File: src/rtl/lift53_seq_if.sv
// Bundle between the 5/3 lifting sequencer, its row-buffer RAM, the datapath
// and the tile controller. The sequencer uses the slave side; the
// environment (controller, RAM, datapath) uses the master side.
`timescale 1ns/1ps
interface lift53_seq_if #(
  parameter int AW = 8,
  parameter int DW = 16
);
  // command / status
  logic          start;
  logic          fwd;
  logic [AW:0]   len;
  logic [AW-1:0] base;
  logic          busy;
  logic          done;
  // sample RAM
  logic [AW-1:0] mem_raddr;
  logic [DW-1:0] mem_rdata;
  logic          mem_we;
  logic [AW-1:0] mem_waddr;
  logic [DW-1:0] mem_wdata;
  // lifting datapath
  logic [DW-1:0] l_s;
  logic [DW-1:0] r_s;
  logic [DW-1:0] s_s;
  logic          e_o_s;
  logic          f_i_s;
  logic [DW-1:0] res_s;

  modport master (
    output start, fwd, len, base, mem_rdata, res_s,
    input  busy, done, mem_raddr, mem_we, mem_waddr, mem_wdata,
           l_s, r_s, s_s, e_o_s, f_i_s
  );

  modport slave (
    input  start, fwd, len, base, mem_rdata, res_s,
    output busy, done, mem_raddr, mem_we, mem_waddr, mem_wdata,
           l_s, r_s, s_s, e_o_s, f_i_s
  );
endinterface

File: src/rtl/lift53_seq.sv
// In-place 1-D LeGall 5/3 lifting sequencer. Walks one row in two passes
// (odd then even for forward, even then odd for inverse), fetching each
// target and its two symmetrically-extended neighbours, handing them to the
// datapath and writing the result back. Six cycles per sample.
`timescale 1ns/1ps
module lift53_seq #(
  parameter int AW = 8,
  parameter int DW = 16
) (
  input logic         clk,
  input logic         rst,
  lift53_seq_if.slave bus
);
  // index width has headroom for idx+2 past a full-length row
  localparam int IW = AW + 2;
  localparam logic [IW-1:0] ONE   = IW'(1);
  localparam logic [IW-1:0] TWO   = IW'(2);
  localparam logic [AW-1:0] ONE_A = AW'(1);
  localparam logic [AW-1:0] TWO_A = AW'(2);

  typedef enum logic [2:0] {
    S_IDLE, S_RL, S_RS, S_RR, S_EX, S_CALC, S_WB, S_DONE
  } state_t;

  state_t        state_reg;
  logic          fwd_reg;
  logic          pass_reg;
  logic [IW-1:0] len_reg;
  logic [AW-1:0] base_reg;
  logic [IW-1:0] idx_reg;
  logic          busy_reg;
  logic          done_reg;
  logic          we_reg;
  logic [AW-1:0] raddr_reg;
  logic [AW-1:0] waddr_reg;
  logic [DW-1:0] l_reg;
  logic [DW-1:0] s_reg;
  logic [DW-1:0] r_reg;
  logic          eo_reg;
  logic          fi_reg;

  logic [IW-1:0] len_in;
  logic [IW-1:0] step_idx;
  logic [IW-1:0] idx_p1;
  logic          last_in_pass;
  logic [IW-1:0] rl_idx;
  logic [AW-1:0] rl_left;
  logic [AW-1:0] right_a;
  logic [AW-1:0] base_eff;

  assign len_in       = {1'b0, bus.len};
  assign step_idx     = idx_reg + TWO;
  assign idx_p1       = idx_reg + ONE;
  assign last_in_pass = (step_idx >= len_reg);
  // in IDLE the command inputs are not latched yet, so use them directly
  assign base_eff     = (state_reg == S_IDLE) ? bus.base : base_reg;

  // Index of the next target to enter RL: first of pass 0 from IDLE,
  // otherwise the next index in this pass or the first of pass 1.
  always_comb begin
    rl_idx = step_idx;
    if (state_reg == S_IDLE) begin
      rl_idx = bus.fwd ? ONE : '0;
    end else if (last_in_pass) begin
      rl_idx = fwd_reg ? '0 : ONE;
    end
  end

  // Symmetric extension: index -1 reflects to 1, index len reflects to len-2.
  assign rl_left = (rl_idx == '0) ? ONE_A : (rl_idx[AW-1:0] - ONE_A);
  assign right_a = (idx_p1 == len_reg) ? (len_reg[AW-1:0] - TWO_A) : idx_p1[AW-1:0];

  // Sequencer FSM with registered RAM, datapath and status outputs.
  always_ff @(posedge clk) begin
    if (rst) begin
      state_reg <= S_IDLE;
      fwd_reg   <= 1'b0;
      pass_reg  <= 1'b0;
      len_reg   <= '0;
      base_reg  <= '0;
      idx_reg   <= '0;
      busy_reg  <= 1'b0;
      done_reg  <= 1'b0;
      we_reg    <= 1'b0;
      raddr_reg <= '0;
      waddr_reg <= '0;
      l_reg     <= '0;
      s_reg     <= '0;
      r_reg     <= '0;
      eo_reg    <= 1'b0;
      fi_reg    <= 1'b0;
    end else begin
      done_reg <= 1'b0;
      we_reg   <= 1'b0;
      case (state_reg)
        S_IDLE: begin
          if (bus.start) begin
            fwd_reg  <= bus.fwd;
            len_reg  <= len_in;
            base_reg <= bus.base;
            fi_reg   <= bus.fwd;
            if (len_in < TWO) begin
              done_reg  <= 1'b1;
              state_reg <= S_DONE;
            end else begin
              busy_reg  <= 1'b1;
              pass_reg  <= 1'b0;
              idx_reg   <= rl_idx;
              eo_reg    <= rl_idx[0];
              raddr_reg <= base_eff + rl_left;
              state_reg <= S_RL;
            end
          end
        end
        S_RL: begin
          raddr_reg <= base_reg + idx_reg[AW-1:0];
          state_reg <= S_RS;
        end
        S_RS: begin
          l_reg     <= bus.mem_rdata;
          raddr_reg <= base_reg + right_a;
          state_reg <= S_RR;
        end
        S_RR: begin
          s_reg     <= bus.mem_rdata;
          state_reg <= S_EX;
        end
        S_EX: begin
          r_reg     <= bus.mem_rdata;
          state_reg <= S_CALC;
        end
        S_CALC: begin
          we_reg    <= 1'b1;
          waddr_reg <= base_reg + idx_reg[AW-1:0];
          state_reg <= S_WB;
        end
        S_WB: begin
          if (last_in_pass && pass_reg) begin
            busy_reg  <= 1'b0;
            done_reg  <= 1'b1;
            state_reg <= S_DONE;
          end else begin
            if (last_in_pass) begin
              pass_reg <= 1'b1;
            end
            idx_reg   <= rl_idx;
            eo_reg    <= rl_idx[0];
            raddr_reg <= base_eff + rl_left;
            state_reg <= S_RL;
          end
        end
        S_DONE: begin
          state_reg <= S_IDLE;
        end
        default: begin
          state_reg <= S_IDLE;
        end
      endcase
    end
  end

  assign bus.busy      = busy_reg;
  assign bus.done      = done_reg;
  assign bus.mem_raddr = raddr_reg;
  assign bus.mem_we    = we_reg;
  assign bus.mem_waddr = waddr_reg;
  // datapath result is only valid in WB, so it is passed straight through
  assign bus.mem_wdata = bus.res_s;
  assign bus.l_s       = l_reg;
  assign bus.s_s       = s_reg;
  assign bus.r_s       = r_reg;
  assign bus.e_o_s     = eo_reg;
  assign bus.f_i_s     = fi_reg;
endmodule

File: src/flat_wrapper.sv
// flat-port wrapper written by rule: the top's interface ports become plain ports
module lift53_seq_flat 
#(
  parameter int AW = 8,
  parameter int DW = 16
)
  (clk, rst, bus_start, bus_fwd, bus_len, bus_base, bus_mem_rdata, bus_res_s, bus_busy, bus_done, bus_mem_raddr, bus_mem_we, bus_mem_waddr, bus_mem_wdata, bus_l_s, bus_r_s, bus_s_s, bus_e_o_s, bus_f_i_s);
  lift53_seq_if #(.AW(AW), .DW(DW)) bus_i ();
  input logic clk;
  input logic rst;
  input wire logic [$bits(bus_i.start)-1:0] bus_start;
  input wire logic [$bits(bus_i.fwd)-1:0] bus_fwd;
  input wire logic [$bits(bus_i.len)-1:0] bus_len;
  input wire logic [$bits(bus_i.base)-1:0] bus_base;
  input wire logic [$bits(bus_i.mem_rdata)-1:0] bus_mem_rdata;
  input wire logic [$bits(bus_i.res_s)-1:0] bus_res_s;
  output wire logic [$bits(bus_i.busy)-1:0] bus_busy;
  output wire logic [$bits(bus_i.done)-1:0] bus_done;
  output wire logic [$bits(bus_i.mem_raddr)-1:0] bus_mem_raddr;
  output wire logic [$bits(bus_i.mem_we)-1:0] bus_mem_we;
  output wire logic [$bits(bus_i.mem_waddr)-1:0] bus_mem_waddr;
  output wire logic [$bits(bus_i.mem_wdata)-1:0] bus_mem_wdata;
  output wire logic [$bits(bus_i.l_s)-1:0] bus_l_s;
  output wire logic [$bits(bus_i.r_s)-1:0] bus_r_s;
  output wire logic [$bits(bus_i.s_s)-1:0] bus_s_s;
  output wire logic [$bits(bus_i.e_o_s)-1:0] bus_e_o_s;
  output wire logic [$bits(bus_i.f_i_s)-1:0] bus_f_i_s;
  assign bus_i.start = bus_start;
  assign bus_i.fwd = bus_fwd;
  assign bus_i.len = bus_len;
  assign bus_i.base = bus_base;
  assign bus_i.mem_rdata = bus_mem_rdata;
  assign bus_i.res_s = bus_res_s;
  assign bus_busy = bus_i.busy;
  assign bus_done = bus_i.done;
  assign bus_mem_raddr = bus_i.mem_raddr;
  assign bus_mem_we = bus_i.mem_we;
  assign bus_mem_waddr = bus_i.mem_waddr;
  assign bus_mem_wdata = bus_i.mem_wdata;
  assign bus_l_s = bus_i.l_s;
  assign bus_r_s = bus_i.r_s;
  assign bus_s_s = bus_i.s_s;
  assign bus_e_o_s = bus_i.e_o_s;
  assign bus_f_i_s = bus_i.f_i_s;
  lift53_seq #(.AW(AW), .DW(DW)) u_core (.clk(clk), .rst(rst), .bus(bus_i));
endmodule
File: config.mk
export PLATFORM = sky130hd
export DESIGN_NAME = lift53_seq_flat
export DESIGN_NICKNAME = d
export VERILOG_FILES = /design/src/rtl/lift53_seq_if.sv /design/src/rtl/lift53_seq.sv /design/src/flat_wrapper.sv
export SDC_FILE = /design/constraint.sdc
export NUM_CORES = 1
export LEC_CHECK = 0
export BUFFER_PORTS_ARGS = -buffer_cell sky130_fd_sc_hd__buf_2
export CORE_MARGIN = 2
export CORE_UTILIZATION = 50
export DETAILED_ROUTE_END_ITERATION = 10
export PLACE_DENSITY = 0.72
export SLEW_MARGIN = 20
export SYNTH_ARGS = -nofsm -noshare
export SYNTH_HDL_FRONTEND = slang
export SYNTH_SLANG_ARGS = --single-unit
File: constraint.sdc
create_clock -name clk -period 8.68 [get_ports clk]
set_input_delay 2.604 -clock clk [delete_from_list [all_inputs] [get_ports clk]]
set_output_delay 2.604 -clock clk [all_outputs]
set_load 0.01 [all_outputs]
Yosys cells after proc, flatten, opt, wreduce, memory -nomap -nowiden
Cells that the tools add are included.
{"block": "classes", "n_eq_ne": 13, "addsub": 7, "mux": 37, "n_reduce_logical": 10, "magnitude_cmp": 2}
{"operator": "2-to-1 mux 10 bit", "count": 5}
{"operator": "2-to-1 mux 8 bit", "count": 6}
{"operator": "case mux 8 bit (4 select lines)", "count": 1}
{"operator": "adder 8 bit", "count": 3}
{"operator": "case mux 3 bit (8 select lines)", "count": 1}
{"operator": "case mux 10 bit (2 select lines)", "count": 1}
{"operator": "2-to-1 mux 1 bit", "count": 16}
{"operator": "equality test 3 bit, second input constant", "count": 4}
{"operator": "AND reduction 4 bit", "count": 3}
{"operator": "adder 10 x 1 -> 10 bit, second input constant", "count": 1}
{"operator": "adder 10 x 2 -> 10 bit, second input constant", "count": 1}
{"operator": "equality test 10 x 9 -> 1 bit", "count": 1}
{"operator": ">= comparator 10 x 9 -> 1 bit", "count": 1}
{"operator": "zero test 10 bit", "count": 1}
{"operator": "< comparator 9 x 2 -> 1 bit, second input constant", "count": 1}
{"operator": "2-to-1 mux 3 bit", "count": 3}
{"operator": "case mux 1 bit (2 select lines)", "count": 4}
{"operator": "subtractor 8 x 1 -> 8 bit, second input constant", "count": 1}
{"operator": "subtractor 8 x 2 -> 8 bit, second input constant", "count": 1}
{"operator": "equality test 3 x 2 -> 1 bit, second input constant", "count": 2}
{"operator": "!= test 2 bit, second input constant", "count": 3}
{"operator": "AND reduction 5 bit", "count": 1}
{"operator": "!= test 2 x 1 -> 1 bit, second input constant", "count": 2}
{"operator": "nonzero test 4 bit", "count": 1}
{"operator": "5 further kinds", "count": 5}
{"block": "word_totals", "ff_bits": 100, "output_inout_bits": 85}

Logic depth before layout (Yosys ltp)
{"block": "depth", "depth_word": 10, "depth_mapped": 26}

Worst setup path before layout
No wires, ideal clock.
{"block": "synth_path", "path_type": "input-to-reg", "start": "in bus_fwd", "end": "reg u_core.raddr_reg[6], in the netlist u_core.bus.mem_raddr[6]", "required_ps": 8546, "slack_ps": 3231, "setup_time_ps": 134, "path_buffers": 0, "arrival_time_ps": 5315, "stages": 16, "path_cell_list": "nor2_1 a311oi_2 inv_2 ha_1 o21a_1 nand2b_1 ha_1 fa_1 a21o_1 a21oi_1 o21bai_1 a21oi_1 xor2_1 nor2_1 a221oi_1 a211oi_1"}
{"block": "synth_via", "elab_chain_len": 8, "elab_cells_between_ends": 10}
{"element": "start, declared", "line_no": "flat_wrapper.sv:12", "text": "input wire logic [$bits(bus_i.fwd)-1:0] bus_fwd;"}
{"element": "2-to-1 mux 1 bit (*)", "line_no": "lift53_seq.sv:63", "text": "rl_idx = bus.fwd ? ONE : '0;"}
{"element": "2-to-1 mux 10 bit (*)", "line_no": "lift53_seq.sv:62", "text": "if (state_reg == S_IDLE) begin"}
{"element": "subtractor 8 x 1 -> 8 bit or zero test 10 bit (tied branches)", "line_no": "lift53_seq.sv:70", "text": "assign rl_left = (rl_idx == '0) ? ONE_A : (rl_idx[AW-1:0] - ONE_A);"}
{"element": "2-to-1 mux 8 bit (*)", "line_no": "lift53_seq.sv:70"}
{"element": "adder 8 bit (*)", "line_no": "lift53_seq.sv:110, lift53_seq.sv:148"}
{"element": "2-to-1 mux 8 bit", "line_no": "lift53_seq.sv:102", "text": "if (len_in < TWO) begin"}
{"element": "2-to-1 mux 8 bit", "line_no": "lift53_seq.sv:97", "text": "if (bus.start) begin"}
{"element": "case mux 8 bit (4 select lines) (*)", "line_no": "lift53_seq.sv:95", "text": "case (state_reg)"}
{"element": "end signal, assigned", "line_no": "lift53_seq.sv:110", "text": "raddr_reg <= base_eff + rl_left;"}
{"element": "end signal, assigned", "line_no": "lift53_seq.sv:116", "text": "raddr_reg <= base_reg + idx_reg[AW-1:0];"}
{"element": "end signal, assigned", "line_no": "lift53_seq.sv:148", "text": "raddr_reg <= base_eff + rl_left;"}
{"element": "end, declared", "line_no": "lift53_seq.sv:34", "text": "logic [AW-1:0] raddr_reg;"}
Mark *: on every way between the ends. The rest lies on a longest branch, timed or not. The select of a mux whose other input is x is not followed.
A chain may end at the register's enable or synchronous reset.

Worst setup path after layout
{"block": "layout_path", "start": "reg u_core.idx_reg[2]", "end": "reg u_core.raddr_reg[6], in the netlist u_core.bus.mem_raddr[6]"}
{"block": "layout_via", "elab_chain_len": 10, "elab_cells_between_ends": 20}
{"element": "start, declared", "line_no": "lift53_seq.sv:30", "text": "logic [IW-1:0] idx_reg;"}
{"element": "start signal, assigned", "line_no": "lift53_seq.sv:108", "text": "idx_reg <= rl_idx;"}
{"element": "start signal, assigned", "line_no": "lift53_seq.sv:146", "text": "idx_reg <= rl_idx;"}
{"element": "adder 10 x 2 -> 10 bit", "line_no": "lift53_seq.sv:52", "text": "assign step_idx = idx_reg + TWO;"}
{"element": ">= comparator 10 x 9 -> 1 bit", "line_no": "lift53_seq.sv:54", "text": "assign last_in_pass = (step_idx >= len_reg);"}
{"element": "2-to-1 mux 10 bit", "line_no": "lift53_seq.sv:64", "text": "end else if (last_in_pass) begin"}
{"element": "2-to-1 mux 10 bit", "line_no": "lift53_seq.sv:62"}
{"element": "subtractor 8 x 1 -> 8 bit or zero test 10 bit (tied branches)", "line_no": "lift53_seq.sv:70"}
{"element": "2-to-1 mux 8 bit", "line_no": "lift53_seq.sv:70"}
{"element": "adder 8 bit", "line_no": "lift53_seq.sv:110, lift53_seq.sv:148"}
{"element": "2-to-1 mux 8 bit", "line_no": "lift53_seq.sv:102"}
{"element": "2-to-1 mux 8 bit", "line_no": "lift53_seq.sv:97"}
{"element": "case mux 8 bit (4 select lines)", "line_no": "lift53_seq.sv:95"}
Several ways; a longest one is shown, not always the timed one. The select of a mux whose other input is x is not followed.

==> results.json <==
{
  "status": "finished, final reports clean",
  "clock-sinks": 99,
  "vias": 5637,
  "synthArstFlopShare": 0,
  "leakagePower_uw": 0.00283,
  "p_switching_uw": 467,
  "synth_compound_area_frac": 0.178,
  "antenna_left": 0,
  "h-tree-depth": 3,
  "power_frac_clock": 0.328,
  "drt-total-wl_microns": 16300,
  "synth_edf_count": 0,
  "clk_latency_ns": 0.36,
  "setup_tns_ns": 0,
  "cp.required_ns": 8.87,
  "nNetsFinal": 941,
  "p_comb_frac": 0.297,
  "muxShareOfSynthArea": 0.00845,
  "cts_buffers": 9,
  "syn_to_final_growth_pct": 12.8,
  "track_usage": 0.262,
  "p_per_area_mw_per_mm2": 205,
  "drc_errors": 0,
  "synthAdderAreaFrac": 0.0862,
  "path_max_fanout": 15,
  "drt_first_iter_violations": 325,
  "syn_area_sq_mm": 0.00592,
  "ys.flop_type": "dfxtp_1",
  "hold_class": "register to register",
  "synth_top_family_by_area": "simple AND/OR/NAND/NOR gates",
  "antenna_found_initial": 0,
  "seq_power_share": 0.375,
  "gp_congestion": 1.03,
  "postCtsHoldBufs": 0,
  "wire_per_inst_microns": 16.3,
  "skew_ns": 0.00954,
  "die_h_microns": 113,
  "syn_area_per_cell_sq_um": 7.51,
  "synth_xor_area_frac": 0.0725,
  "cts_setup_buffers": 0,
  "rows": 39,
  "yosys_warnings": 0,
  "grt_max_degree": 100,
  "min_from": "u_core.bus.r_s[7]",
  "core-area_sq_mm": 0.0115,
  "antenna_cells": 0,
  "viasPerCell": 5.65,
  "dieArea_sq_mm": 0.0127,
  "crit_start": "u_core.idx_reg[2]",
  "fmax_ghz": 0.170,
  "finalHoldViolCount": 0,
  "grt_pass1_wl_microns": 26800,
  "numPortBuffers": 105,
  "grt_overflow": 0,
  "finalMaxSlewViolations": 0,
  "grt_pass1_vias": 5433,
  "switching_share": 0.340,
  "seq_area_frac_synth": 0.335,
  "clockBufferDepth": 2,
  "clkTransAtPathRegs_ns": 0.07,
  "die_x_microns": 113,
  "tightest_slew_ns": 1.02,
  "ir_drop_v": 0.000153,
  "cp.arrival_ns": 6.09,
  "critPathKind": "register to register",
  "cts-resized-gates": 0,
  "startpoint_type": "register",
  "drt-pass1-iter-count": 5,
  "dp_hpwl_microns": 12400,
  "cp-end-kind": "register",
  "root_buffer": "clkbuf_16",
  "synthDistinctLibCells": 62,
  "period_minus_slack_ns": 5.90,
  "timing.rr.start": "u_core.idx_reg[2]",
  "cell_internal_pwr_uw": 906,
  "rsz0062_at_grt": "false",
  "finalSetupViolCount": 0,
  "maxCapViolCount": 0,
  "synth_fp_nets": 881,
  "start_util": 0.516,
  "fin_crit_sh": 0.679,
  "cts_tree": "done",
  "drive_above_1_share": 0.162,
  "ios": 138,
  "netlist_instances": 789,
  "relSlewSlack": 0.312,
  "synth_seq_cells": 99,
  "p_total_uw": 1370,
  "synth_simple_gate_area_frac": 0.251
}
[critical path, cell delays in order, from the launching register on]
cell and delay, ns:
dfxtp_1 0.68, ha_1 0.38, xor2_1 0.43, ha_1 0.34
a2111oi_0 0.35, o21ai_0 0.15, o311ai_0 0.23, a21oi_1 0.18
a311oi_2 0.44, inv_2 0.13, ha_1 0.24, o21a_1 0.18
nand2b_1 0.17, ha_1 0.22, fa_1 0.41, a21o_1 0.17
a21oi_1 0.23, o21bai_1 0.09, a21oi_1 0.18, xor2_1 0.15
nor2_1 0.05, a221oi_1 0.20, a211oi_1 0.11
[cell type report]
cell class                      count  area (sq um)
Clock buffer                        9           225
Clock inverter                      7           114
Fill cell                        1074          4790
Inverter                           27           101
Multi-Input combinational cell    604          3530
Sequential cell                    99          1980
Tap cell                          143           179
Timing Repair Buffer              108           548
[worst paths after layout]
kind	endpoint	slack (ns)	cells past startpoint
max	u_core.bus.mem_raddr[6]	2.78	22
min	u_core.bus.r_s[7]	0.45	2
max reg2reg	u_core.bus.mem_raddr[6]	2.78	22
min reg2reg	u_core.bus.r_s[7]	0.45	2
[cell usage in the layout, fill, tap and decap left out, types with 5 or more instances in the layout]
| master | count |
|---|---|
| nand2_1 | 190 |
| a21oi_1 | 105 |
| buf_2 | 105 |
| dfxtp_1 | 99 |
| nor2_1 | 61 |
| ha_1 | 36 |
| xnor2_1 | 33 |
| inv_1 | 26 |
| nor3_1 | 18 |
| nand3_1 | 17 |
| xor2_1 | 16 |
| o21ai_0 | 13 |
| nor2b_1 | 9 |
| clkbuf_16 | 9 |
| a211oi_1 | 7 |
| nand2b_1 | 7 |
| a221oi_1 | 6 |
| and2_1 | 6 |
| mux2i_1 | 5 |
| o211ai_1 | 5 |
[through the flow]
stage / utilization / std cells / setup WS (ns) / cell area (sq um) / hold WS [ns]
2_1_floorplan: - / 789 / 3.23 / 5920 / 0.453
3_3_place_gp: 0.553 / 981 / 2.87 / 6340 / 0.439
3_5_place_dp: 0.553 / 981 / 2.78 / 6340 / 0.446
4_1_cts: 0.582 / 997 / 2.90 / 6680 / 0.457
5_1_grt: 0.583 / 997 / 2.32 / 6680 / 0.474
6_report: 0.583 / 997 / 2.78 / 6680 / 0.454
[routing by layer]
| metal | track usage | part of all wire |
|---|---|---|
| met1 | 0.325 | 0.43 |
| met2 | 0.437 | 0.48 |
| met3 | 0.0605 | 0.065 |
| met4 | 0.111 | 0.027 |
| met5 | 0 | 0 |
[synthesized netlist by cell type, drive strengths merged, types with 3 or more instances]
cell type,instances,area share
xnor2,33,0.049
o21ai,14,0.012
nor4,4,0.0053
o311ai,3,0.0044
nand2,190,0.12
a21o,4,0.0051
or3,3,0.0032
and2,6,0.0063
nor3,19,0.017
nor2,63,0.040
and4,3,0.0044
a31oi,3,0.0032
nor2b,9,0.0095
o211ai,5,0.0063
clkbuf,33,0.021
o21bai,4,0.0051
ha,36,0.076
fa,3,0.010
a211oi,7,0.0089
a21oi,107,0.092
buf,26,0.031
nand4,6,0.0099
nand2b,7,0.0074
inv,27,0.017
o41ai,3,0.0044
xor2,16,0.024
o21a,3,0.0038
mux2i,5,0.0085
nand3,17,0.014
a221oi,6,0.0089
dfxtp,99,0.33
[cell families after synthesis]
| kind of cell | Yosys count |
|---|---|
| xor gates and xnor gates | 49 |
| and+or+nand+nor | 337 |
| buffers and inverters | 86 |
| AOI/OAI and AO/OA | 174 |
| muxes | 5 |
| adders and majority gates | 39 |
| DFF | 99 |
[power by group through the flow]
stage / sequential, uW / clock [uW] / combinational [uW]
finish: 514 / 450 / 408
global route: 519 / 480 / 450
CTS: 514 / 462 / 405
detailed placement: 524 / 0 / 404
global placement: 522 / 0 / 396
floorplan: 525 / 0 / 296
(Power assumes the default switching activity.)
